===== src/rtl/spi_slave.sv =====
// rtl/spi_slave.sv - SPI slave (modes 0-3) with byte-wide tx hold register and rx buffer
//
// Purpose:
//    Byte-oriented SPI slave. The SPI pins are synchronized into the clk domain
//    and all shifting happens on rising clk edges once a synchronized sck edge
//    is seen. The SPI mode comes from the cpol/cpha inputs at run time.
//
// Ports:
//    clk, rst           system clock, asynchronous active-high reset
//    cpol, cpha         SPI mode, static while cs_n is asserted
//    sck, mosi, cs_n    SPI pins from the master (asynchronous to clk)
//    miso, miso_oe      serial data to the master and its drive enable
//    tx_data/tx_valid/tx_ready   next byte to return (one-entry hold register)
//    rx_data/rx_valid/rx_ack     last received byte, unread flag, consume pulse
//    rx_overrun, tx_underrun     sticky error flags
//
// Configuration:
//    SPI_SLAVE_ERR_FLAGS_EN  when defined, builds the sticky error flag logic;
//                            otherwise both flag ports are tied to 0.

module spi_slave (
   input  logic       clk,
   input  logic       rst,
   input  logic       cpol,
   input  logic       cpha,
   input  logic       sck,
   input  logic       mosi,
   input  logic       cs_n,
   output logic       miso,
   output logic       miso_oe,
   input  logic [7:0] tx_data,
   input  logic       tx_valid,
   output logic       tx_ready,
   output logic [7:0] rx_data,
   output logic       rx_valid,
   input  logic       rx_ack,
   output logic       rx_overrun,
   output logic       tx_underrun
);

   // Pin synchronizers. sck_s3 and cs_s3 are the extra stages used to detect
   // edges on the synchronized signals.
   logic sck_s1, sck_s2, sck_s3;
   logic mosi_s1, mosi_s2;
   logic cs_s1, cs_s2, cs_s3;

   logic [7:0] tx_shift;
   logic [7:0] rx_shift;
   logic [7:0] hold;
   logic       hold_full;
   logic [2:0] bit_cnt;

   logic       active;
   logic       sck_edge;
   logic       lead_edge;
   logic       trail_edge;
   logic       cs_fall;
   logic       cs_rise;
   logic       sample;
   logic       shift_tx;
   logic       reload;
   logic       complete;
   logic       accept;
   logic [7:0] rx_next;

   always_ff @(posedge clk or posedge rst) begin
      if (rst) begin
         sck_s1  <= 1'b0;
         sck_s2  <= 1'b0;
         sck_s3  <= 1'b0;
         mosi_s1 <= 1'b0;
         mosi_s2 <= 1'b0;
         cs_s1   <= 1'b1;
         cs_s2   <= 1'b1;
         cs_s3   <= 1'b1;
      end else begin
         sck_s1  <= sck;
         sck_s2  <= sck_s1;
         sck_s3  <= sck_s2;
         mosi_s1 <= mosi;
         mosi_s2 <= mosi_s1;
         cs_s1   <= cs_n;
         cs_s2   <= cs_s1;
         cs_s3   <= cs_s2;
      end
   end

   // Edge classification. The leading edge moves sck away from its idle level
   // (cpol), the trailing edge returns it there.
   always_comb begin
      active     = ~cs_s2;
      sck_edge   = sck_s2 ^ sck_s3;
      lead_edge  = active & sck_edge & (sck_s2 != cpol);
      trail_edge = active & sck_edge & (sck_s2 == cpol);
      cs_fall    = cs_s3 & ~cs_s2;
      cs_rise    = ~cs_s3 & cs_s2;
      rx_next    = {rx_shift[6:0], mosi_s2};
      accept     = tx_valid & ~hold_full;

      // A select edge takes priority over any coincident sck edge.
      sample   = 1'b0;
      shift_tx = 1'b0;
      reload   = cs_fall;
      if (!cs_fall) begin
         if (!cpha) begin
            // Mode with cpha=0: capture on leading, drive on trailing. The
            // trailing edge after the 8th capture finds bit_cnt back at 0 and
            // loads the next byte instead of shifting.
            sample = lead_edge;
            if (trail_edge) begin
               if (bit_cnt == 3'd0) begin
                  reload = 1'b1;
               end else begin
                  shift_tx = 1'b1;
               end
            end
         end else begin
            // Mode with cpha=1: drive on leading, capture on trailing. The
            // first leading edge of a byte keeps bit 7 on miso.
            sample   = trail_edge;
            shift_tx = lead_edge & (bit_cnt != 3'd0);
            if (trail_edge && bit_cnt == 3'd7) begin
               reload = 1'b1;
            end
         end
      end
      complete = sample & (bit_cnt == 3'd7);
   end

   // Bit counter: cleared on either select edge so a partial byte is dropped.
   always_ff @(posedge clk or posedge rst) begin
      if (rst) begin
         bit_cnt <= 3'd0;
      end else if (cs_fall || cs_rise) begin
         bit_cnt <= 3'd0;
      end else if (sample) begin
         bit_cnt <= bit_cnt + 3'd1;
      end
   end

   always_ff @(posedge clk or posedge rst) begin
      if (rst) begin
         rx_shift <= 8'h00;
      end else if (sample) begin
         rx_shift <= rx_next;
      end
   end

   // Transmit shifter. An empty hold at reload time returns all ones.
   always_ff @(posedge clk or posedge rst) begin
      if (rst) begin
         tx_shift <= 8'hFF;
      end else if (reload) begin
         tx_shift <= hold_full ? hold : 8'hFF;
      end else if (shift_tx) begin
         tx_shift <= {tx_shift[6:0], 1'b1};
      end
   end

   // Hold register. accept needs an empty hold and a reload only clears a
   // full hold, so the two never act on hold_full in the same cycle; an
   // accept alongside a reload of an empty hold stays in the hold.
   always_ff @(posedge clk or posedge rst) begin
      if (rst) begin
         hold      <= 8'h00;
         hold_full <= 1'b0;
      end else begin
         if (accept) begin
            hold <= tx_data;
         end
         if (reload && hold_full) begin
            hold_full <= 1'b0;
         end else if (accept) begin
            hold_full <= 1'b1;
         end
      end
   end

   // Receive buffer. A completing byte beats a same-cycle rx_ack.
   always_ff @(posedge clk or posedge rst) begin
      if (rst) begin
         rx_data  <= 8'h00;
         rx_valid <= 1'b0;
      end else if (complete) begin
         rx_data  <= rx_next;
         rx_valid <= 1'b1;
      end else if (rx_ack) begin
         rx_valid <= 1'b0;
      end
   end

`ifdef SPI_SLAVE_ERR_FLAGS_EN
   // Sticky flags; a set event wins over a same-cycle clear.
   logic rx_overrun_r;
   logic tx_underrun_r;

   always_ff @(posedge clk or posedge rst) begin
      if (rst) begin
         rx_overrun_r  <= 1'b0;
         tx_underrun_r <= 1'b0;
      end else begin
         if (complete && rx_valid && !rx_ack) begin
            rx_overrun_r <= 1'b1;
         end else if (rx_ack) begin
            rx_overrun_r <= 1'b0;
         end
         if (reload && !hold_full) begin
            tx_underrun_r <= 1'b1;
         end else if (accept) begin
            tx_underrun_r <= 1'b0;
         end
      end
   end

   assign rx_overrun  = rx_overrun_r;
   assign tx_underrun = tx_underrun_r;
`else
   assign rx_overrun  = 1'b0;
   assign tx_underrun = 1'b0;
`endif

   assign miso     = tx_shift[7];
   assign miso_oe  = ~cs_s2;
   assign tx_ready = ~hold_full;

endmodule


===== config.mk =====
export PLATFORM = sky130hd
export DESIGN_NAME = spi_slave
export DESIGN_NICKNAME = d
export VERILOG_FILES = /design/src/rtl/spi_slave.sv
export SDC_FILE = /design/constraint.sdc
export NUM_CORES = 1
export LEC_CHECK = 0
export ABC_AREA = 1
export ABC_CLOCK_PERIOD_IN_PS = 2800
export CAP_MARGIN = 20
export CORE_ASPECT_RATIO = 1.25
export CORE_MARGIN = 4
export CORE_UTILIZATION = 55
export DETAILED_ROUTE_END_ITERATION = 6
export PLACE_DENSITY = 0.81
export SLEW_MARGIN = 30
export SYNTH_ARGS = -nofsm -noshare
export SYNTH_HDL_FRONTEND = slang
export SYNTH_SLANG_ARGS = --single-unit

===== constraint.sdc =====
create_clock -name clk -period 2.8 [get_ports clk]
set_input_delay 0.7 -clock clk [delete_from_list [all_inputs] [get_ports clk]]
set_output_delay 0.7 -clock clk [all_outputs]
set_load 0.01 [all_outputs]

==> impl_metrics.py <==
metrics = {
    "outcome": {
        "outcome": "completed",
    },
    "floorplanning": {
        "start_util_pct": 58.37,
        "pin_count": 31,
        "rows": 24,
        "die_h_microns": 76.56,
        "core_sq_mm": 0.003543,
        "die_width_microns": 62.85,
        "die_area_sq_mm": 0.004812,
    },
    "global_routing": {
        "global_route.usage.met1_pct": 18.02,
        "grtUsageTotal_pct": 16.66,
        "grt_pass1_vias": 1468,
        "grt_antenna_before_repair": 0,
        "grt_use_met3_pct": 4.867,
        "grt.overflow.total": 0,
        "grt_max_degree": 45,
        "grt_use_met2_pct": 29.35,
        "top_usage_layer": "met2",
        "grt_pass1_wl_microns": 6251,
    },
    "routing": {
        "routed_via_density": 5.149,
        "routed_wl_microns": 3640,
        "drt-wirelength-per-cell_microns": 12.05,
        "drc_errors": 0,
        "drt-pass1-iter-count": 4,
        "ant_nets": 0,
        "num_vias": 1555,
        "drt-initial-drc-count": 64,
    },
    "layout": {
        "fin_area_sq_mm": 0.002449,
        "synthToLayoutAreaGrowth_pct": 18.39,
        "fin_nets": 283,
        "n_fill_cell": 299,
        "drive_above_1_share_pct": 13.69,
        "layout_commonest_cell": "nand2_1",
        "final_cell_mix": "85 x nand2_1, 33 x dfrtp_1, 29 x nand3_1, 28 x clkdlybuf4s50_1, 17 x inv_1",
        "fin_util_pct": 69.10,
        "diodes": 0,
    },
    "power": {
        "leakage_nw": 1.249,
        "peakVddDrop_uv": 463.0,
        "power_density_mw_per_mm2": 639.1,
    },
    "synthesis": {
        "yosys_most_used_dff": "dfrtp_1",
        "syn_area_per_cell_sq_um": 8.915,
        "ys_types": 23,
        "synth-edff-count": 0,
        "synthArstFlopShare_pct": 100.0,
        "synthCells": 232,
        "synth.ff_latch_count": 44,
        "ys_warn_count": 0,
        "ys_seq_area_share_pct": 53.90,
        "syn_area_sq_mm": 0.002068,
    },
    "timing": {
        "relSlewSlack_pct": 63.98,
        "fin_crit_ns": 2.138,
        "worst_clock_skew_ns": 0.006185,
        "finalSetupViolations": 0,
        "worst_pin_slew_ns": 0.5403,
        "max_freq_mhz": 467.7,
        "fin_crit_sh_pct": 76.37,
        "drv_slew": 0,
        "hold_violations": 0,
        "rsz0062_at_grt": "no",
        "fin_setup_tns_ns": 0,
    },
    "worst_setup_path": {
        "slowest_stage": "clkdlybuf4s50_1",
        "crit_buf_inv": 2,
        "path_cells": "inv_1 > clkdlybuf4s50_1",
        "timing.rr.start": "bit_cnt[0]",
        "cp_slowest_stage_delay_ns": 0.54,
        "required_ns": 2.10,
        "arrival_ns": 1.44,
        "end_kind": "primary output",
        "critPathMaxFanout": 9,
        "crit_family": "buffers and inverters",
        "start_kind": "register",
        "crit_type": "reg -> out",
        "crit_start": "hold_full",
    },
    "clocking": {
        "cts_max_level": 2,
        "post_cts.repair.setup_buffers": 0,
        "cts_resized": 0,
        "cts_tree": "built",
        "cts_buffers": 5,
        "cts_buffer_depth": 2,
        "numClockSinks": 44,
        "root_buffer": "clkbuf_8",
        "clk_pin_slew_ns": 0.09,
        "cts_hold_buf": 0,
        "clk_latency_ns": 0.30,
    },
    "job": {
        "timing.max_cap.violations": 0,
    },
    "placement": {
        "hpwl_microns": 2489,
        "port_buffers": 28,
        "placed_cell_area_sq_mm": 0.002359,
        "gp_congestion": 0.7687,
    },
    "worst_hold_path": {
        "hp-class": "reg -> reg",
        "worstHoldStart": "mosi_s1",
    },
}
## layout make-up
| type | count | area [sq um] | share of cell area (%) |
|---|---|---|---|
| clock inverters | 3 | 21.27 | 0.8687 |
| multi-input cells | 161 | 822.0 | 33.57 |
| flip-flops and latches | 44 | 1115 | 45.53 |
| repair buffers | 30 | 295.3 | 12.06 |
| inverters | 20 | 77.57 | 3.168 |
| clock buffers | 5 | 68.82 | 2.810 |
| well taps | 39 | 48.80 | 1.993 |
## cell usage after synthesis (2+ instances only)
cell type / number / area (sq um)
nand2_1: 85 / 319.1
dfrtp_1: 33 / 825.8
nand3_1: 29 / 145.1
inv_1: 17 / 63.81
dfstp_2: 11 / 289.0
nand4_1: 11 / 68.82
a21oi_1: 8 / 40.04
nor2_1: 8 / 30.03
buf_2: 4 / 20.02
ha_1: 4 / 50.05
nand2_2: 3 / 18.77
nand2_4: 3 / 33.78
buf_4: 2 / 15.01
buf_6: 2 / 22.52
inv_2: 2 / 7.510
nand3_4: 2 / 35.03
o21ai_0: 2 / 10.01
## per-stage QoR
step / worst slack (ns) / cells / hold WS (ns) / total power, mW
floorplan: 1.087 / 233 / 0.3312 / 1.073
global placement: 0.6194 / 294 / 0.3330 / 1.154
detailed placement: 0.5771 / 294 / 0.3371 / 1.167
CTS: 0.6477 / 302 / 0.3571 / 1.578
global route: 0.6007 / 302 / 0.3699 / 1.660
finish: 0.6617 / 302 / 0.3548 / 1.565
## layer usage
layer  vias up  share of wire, %
li1        798                 -
met4         0               2.6
met1       701                43
met3        10               5.2
met5         -                 0
met2        46                49
## flip-flops by register name (all words and copies together) (netlist names), 3 cells and up
signal	count
bit_cnt	3
rx_shift	7
tx_shift	8
rx_data	8
hold	8
## path summary, 6_finish.rpt
kind | end | slack [ns] | cells past startpoint
min in group asynchronous | sck_s1 | 0.82 | 3
setup reg to reg | tx_shift[4] | 0.94 | 10
hold / removal | mosi_s2 | 0.35 | 0
max in group asynchronous | tx_shift[3] | 1.59 | 3
setup / recovery | tx_ready | 0.66 | 2
hold reg to reg | mosi_s2 | 0.35 | 0
## power breakdown
| group | switching [mW] | internal, mW | total (mW) |
|---|---|---|---|
| Sequential | 0.0688 | 0.771 | 0.840 |
| Combinational | 0.188 | 0.130 | 0.318 |
| Clock | 0.229 | 0.177 | 0.406 |
| Total | 0.486 | 1.08 | 1.56 |
## worst register-to-register path, delay by kind of cell, from the launching register on
family | cells | cell delay, ns
simple gates | 7 | 0.74
flops | 1 | 0.39
fa+ha+maj | 2 | 0.60
buf+inv | 1 | 0.08
## logic make-up after synthesis
family / after synthesis / synth area share [%]
buf+inv: 28 / 6.534
compound gates: 11 / 3.207
other cells: 1 / 0.1813
flops: 44 / 53.90
fa+ha+maj: 4 / 2.420
simple gates: 144 / 33.76
Note: power is estimated with default switching activity, not from simulation.
==> variant: new RTL, config.mk and constraints unchanged <==
The option `SPI_SLAVE_ERR_FLAGS_EN` is turned on by a define.
--- a/src/rtl/spi_slave.sv
+++ b/src/rtl/spi_slave.sv
@@ -18,4 +18,6 @@
 //    SPI_SLAVE_ERR_FLAGS_EN  when defined, builds the sticky error flag logic;
 //                            otherwise both flag ports are tied to 0.
+
+`define SPI_SLAVE_ERR_FLAGS_EN
 
 module spi_slave (
Behaviour: not the same (Yosys sat finds a counterexample within 4 cycles, from zero or initial values and one cycle with rst high).
==> variant against the original RTL <==
- via count rose by 4.6%
- area after synthesis up 2.6%
- worst hold slack got worse by 0.0059 ns
- core utilization is 0.74 points lower
- setup slack lost 0.019 ns
- power grew 9.9%
- cell area grew 4.8%
- clock power grew 21%
- routed wire length grew 7.7%
- sequential cell count rose by 2
- synthesized cell count is 2.6% higher
- critical endpoint unchanged
==> variant: results (changes against the original RTL) <==
Outcome
  • Status: finished clean

Clocking
  • # Post-CTS Setup Buffers: 0 (unchanged)
  • Clock Latency Late Sink: 0.30 ns (about the same)
  • Worst-path clk slew: 0.09 ns (about the same)
  • CTS Root Cell: clkbuf_8
  • CTS Buffer Depth: 2 (unchanged)
  • Num CTS Buffers: 5 (unchanged)
  • H-tree levels: 2 (unchanged)
  • Cts repair resizes: 0 (unchanged)

Power and ir drop
  • Psw: 503 uW (+3.4%)
  • Lkg Pwr: 1.31 nW (+4.5%)
  • Peak supply drop: 0.455 mV (-1.6%)

Worst setup path
  • Crit path max fanout: 10 (+1)
  • Critical Path AT: 1.46 ns (+0.02 ns)
  • Critical Path Slowest Stage Cell: clkdlybuf4s50_1
  • Worst path max stage delay: 0.54 ns (about the same)

Finish
  • Antenna diodes: 0 (unchanged)
  • Nets: 291 (+2.8%)
  • Share of cells above drive strength 1: 12.9% (-0.77 points)
  • Biggest regs: hold x8, rx_data x8, tx_shift x8
  • Fillers: 307 (+2.7%)

Global route
  • Largest net degree at the start of global routing: 47 (+4.4%)
  • GRT Overall Usage: 18.0% (+1.4 points)
  • Vias in the first global route: 1632 (+11%)
  • First-pass GRT wire length: 6840 microns (+9.4%)
  • Antenna violations before repair: 0 (unchanged)

Drt
  • Drt pass-1 iters: 4 (unchanged)
  • Met2 Wirelength: 2000 microns (+13%)
  • Met3 wire length: 166 microns (-13%)
  • Post-DR vias/cell: 5.23 (+1.6%)
  • Met1 WL: 1640 microns (+4.6%)
  • Initial drt markers: 75 (+17%)
  • Final WL: 3920 microns (+7.7%)
  • Max Used Layer: met4

Placed design
  • Post-detail-place hpwl: 2710 microns (+9.0%)
  • Port bufs: 30 (+7.1%)
  • GP Congestion: 0.769 (about the same)

Yosys
  • Asr flop ratio synth: 100% (unchanged)
  • Post-synthesis cell type count: 24 (+4.3%)
  • Number of synthesis warnings: 0 (unchanged)
  • Commonest cells in the netlist: 88 x nand2_1, 35 x dfrtp_1, 29 x nand3_1
  • Sequential area share after synthesis: 54.9% (+0.99 points)
  • Largest cells by area after synthesis: dfrtp_1 41%, nand2_1 16%, dfstp_2 14%
  • Synthesized net count: 259

STA
  • Max_slew headroom: 66.2% (+2.2 points)
  • Worst Skew: 0.0100 ns (+0.00385 ns)

Hold path
  • Worst Hold Class: flop to flop
-- variant: path summary, 6_finish.rpt --
kind	startpoint	to	slack (ns)	depth (start not counted)
setup / recovery	hold_full$_DFFE_PP0P_	tx_ready	0.64	2
hold / removal	mosi_s1$_DFF_PP0_	mosi_s2$_DFF_PP0_	0.35	0
setup reg to reg	bit_cnt[0]$_DFFE_PP0P_	tx_shift[4]$_DFFE_PP1P_	0.92	10
hold reg to reg	mosi_s1$_DFF_PP0_	mosi_s2$_DFF_PP0_	0.35	0
max in group asynchronous	rst	tx_shift[4]$_DFFE_PP1P_	1.80	3
min in group asynchronous	rst	sck_s3$_DFF_PP0_	0.73	3
-- variant: metal layers --
layer | global-route usage (%) | vias to the layer above
li1 | - | 827
met1 | 19.1 | 748
met2 | 32.2 | 43
met3 | 4.63 | 9
met4 | 9.72 | 0
met5 | 0 | -
-- variant: layout make-up --
cell class | count | area, sq um | share of cell area (%)
inverters | 21 | 83.8 | 3.27
multi-input cells | 165 | 835 | 32.5
clock inverters | 3 | 43.8 | 1.71
clock buffers | 5 | 68.8 | 2.68
flip-flops and latches | 46 | 1160 | 45.4
well taps | 40 | 50.0 | 1.95
repair buffers | 31 | 320 | 12.5
-- variant: cell families (layout without fill, tap and decap cells) --
| logic type | after synthesis | in the layout | share of synthesized area [%] |
|---|---|---|---|
| buffers and inverters | 27 | 60 | 5.78 |
| AOI/OAI and AO/OA | 12 | 12 | 3.36 |
| adders and majority gates | 4 | 4 | 2.36 |
| and+or+nand+nor | 149 | 149 | 33.6 |
| DFF | 46 | 46 | 54.9 |
-- variant: power groups by stage --
stage / clock network [mW] / logic, mW / registers (mW)
after floorplan: 0 / 0.251 / 0.866
after global placement: 0 / 0.336 / 0.888
after detailed placement: 0 / 0.347 / 0.891
after CTS: 0.506 / 0.351 / 0.880
after global routing: 0.538 / 0.402 / 0.895
final: 0.493 / 0.347 / 0.881
-- variant: critical path, delay by kind of cell, from the launching register on --
| family | cells | cell delay [ns] |
|---|---|---|
| buf+inv | 2 | 0.67 |
| flops | 1 | 0.48 |
-- variant: through the flow --
stage                     setup slack, ns  std cells  area, sq um
final                               0.643        311         2570
after global placement              0.466        303         2450
after global routing                0.540        311         2570
after floorplan                      1.03        238         2120
after detailed placement            0.422        303         2450
after CTS                           0.623        311         2570
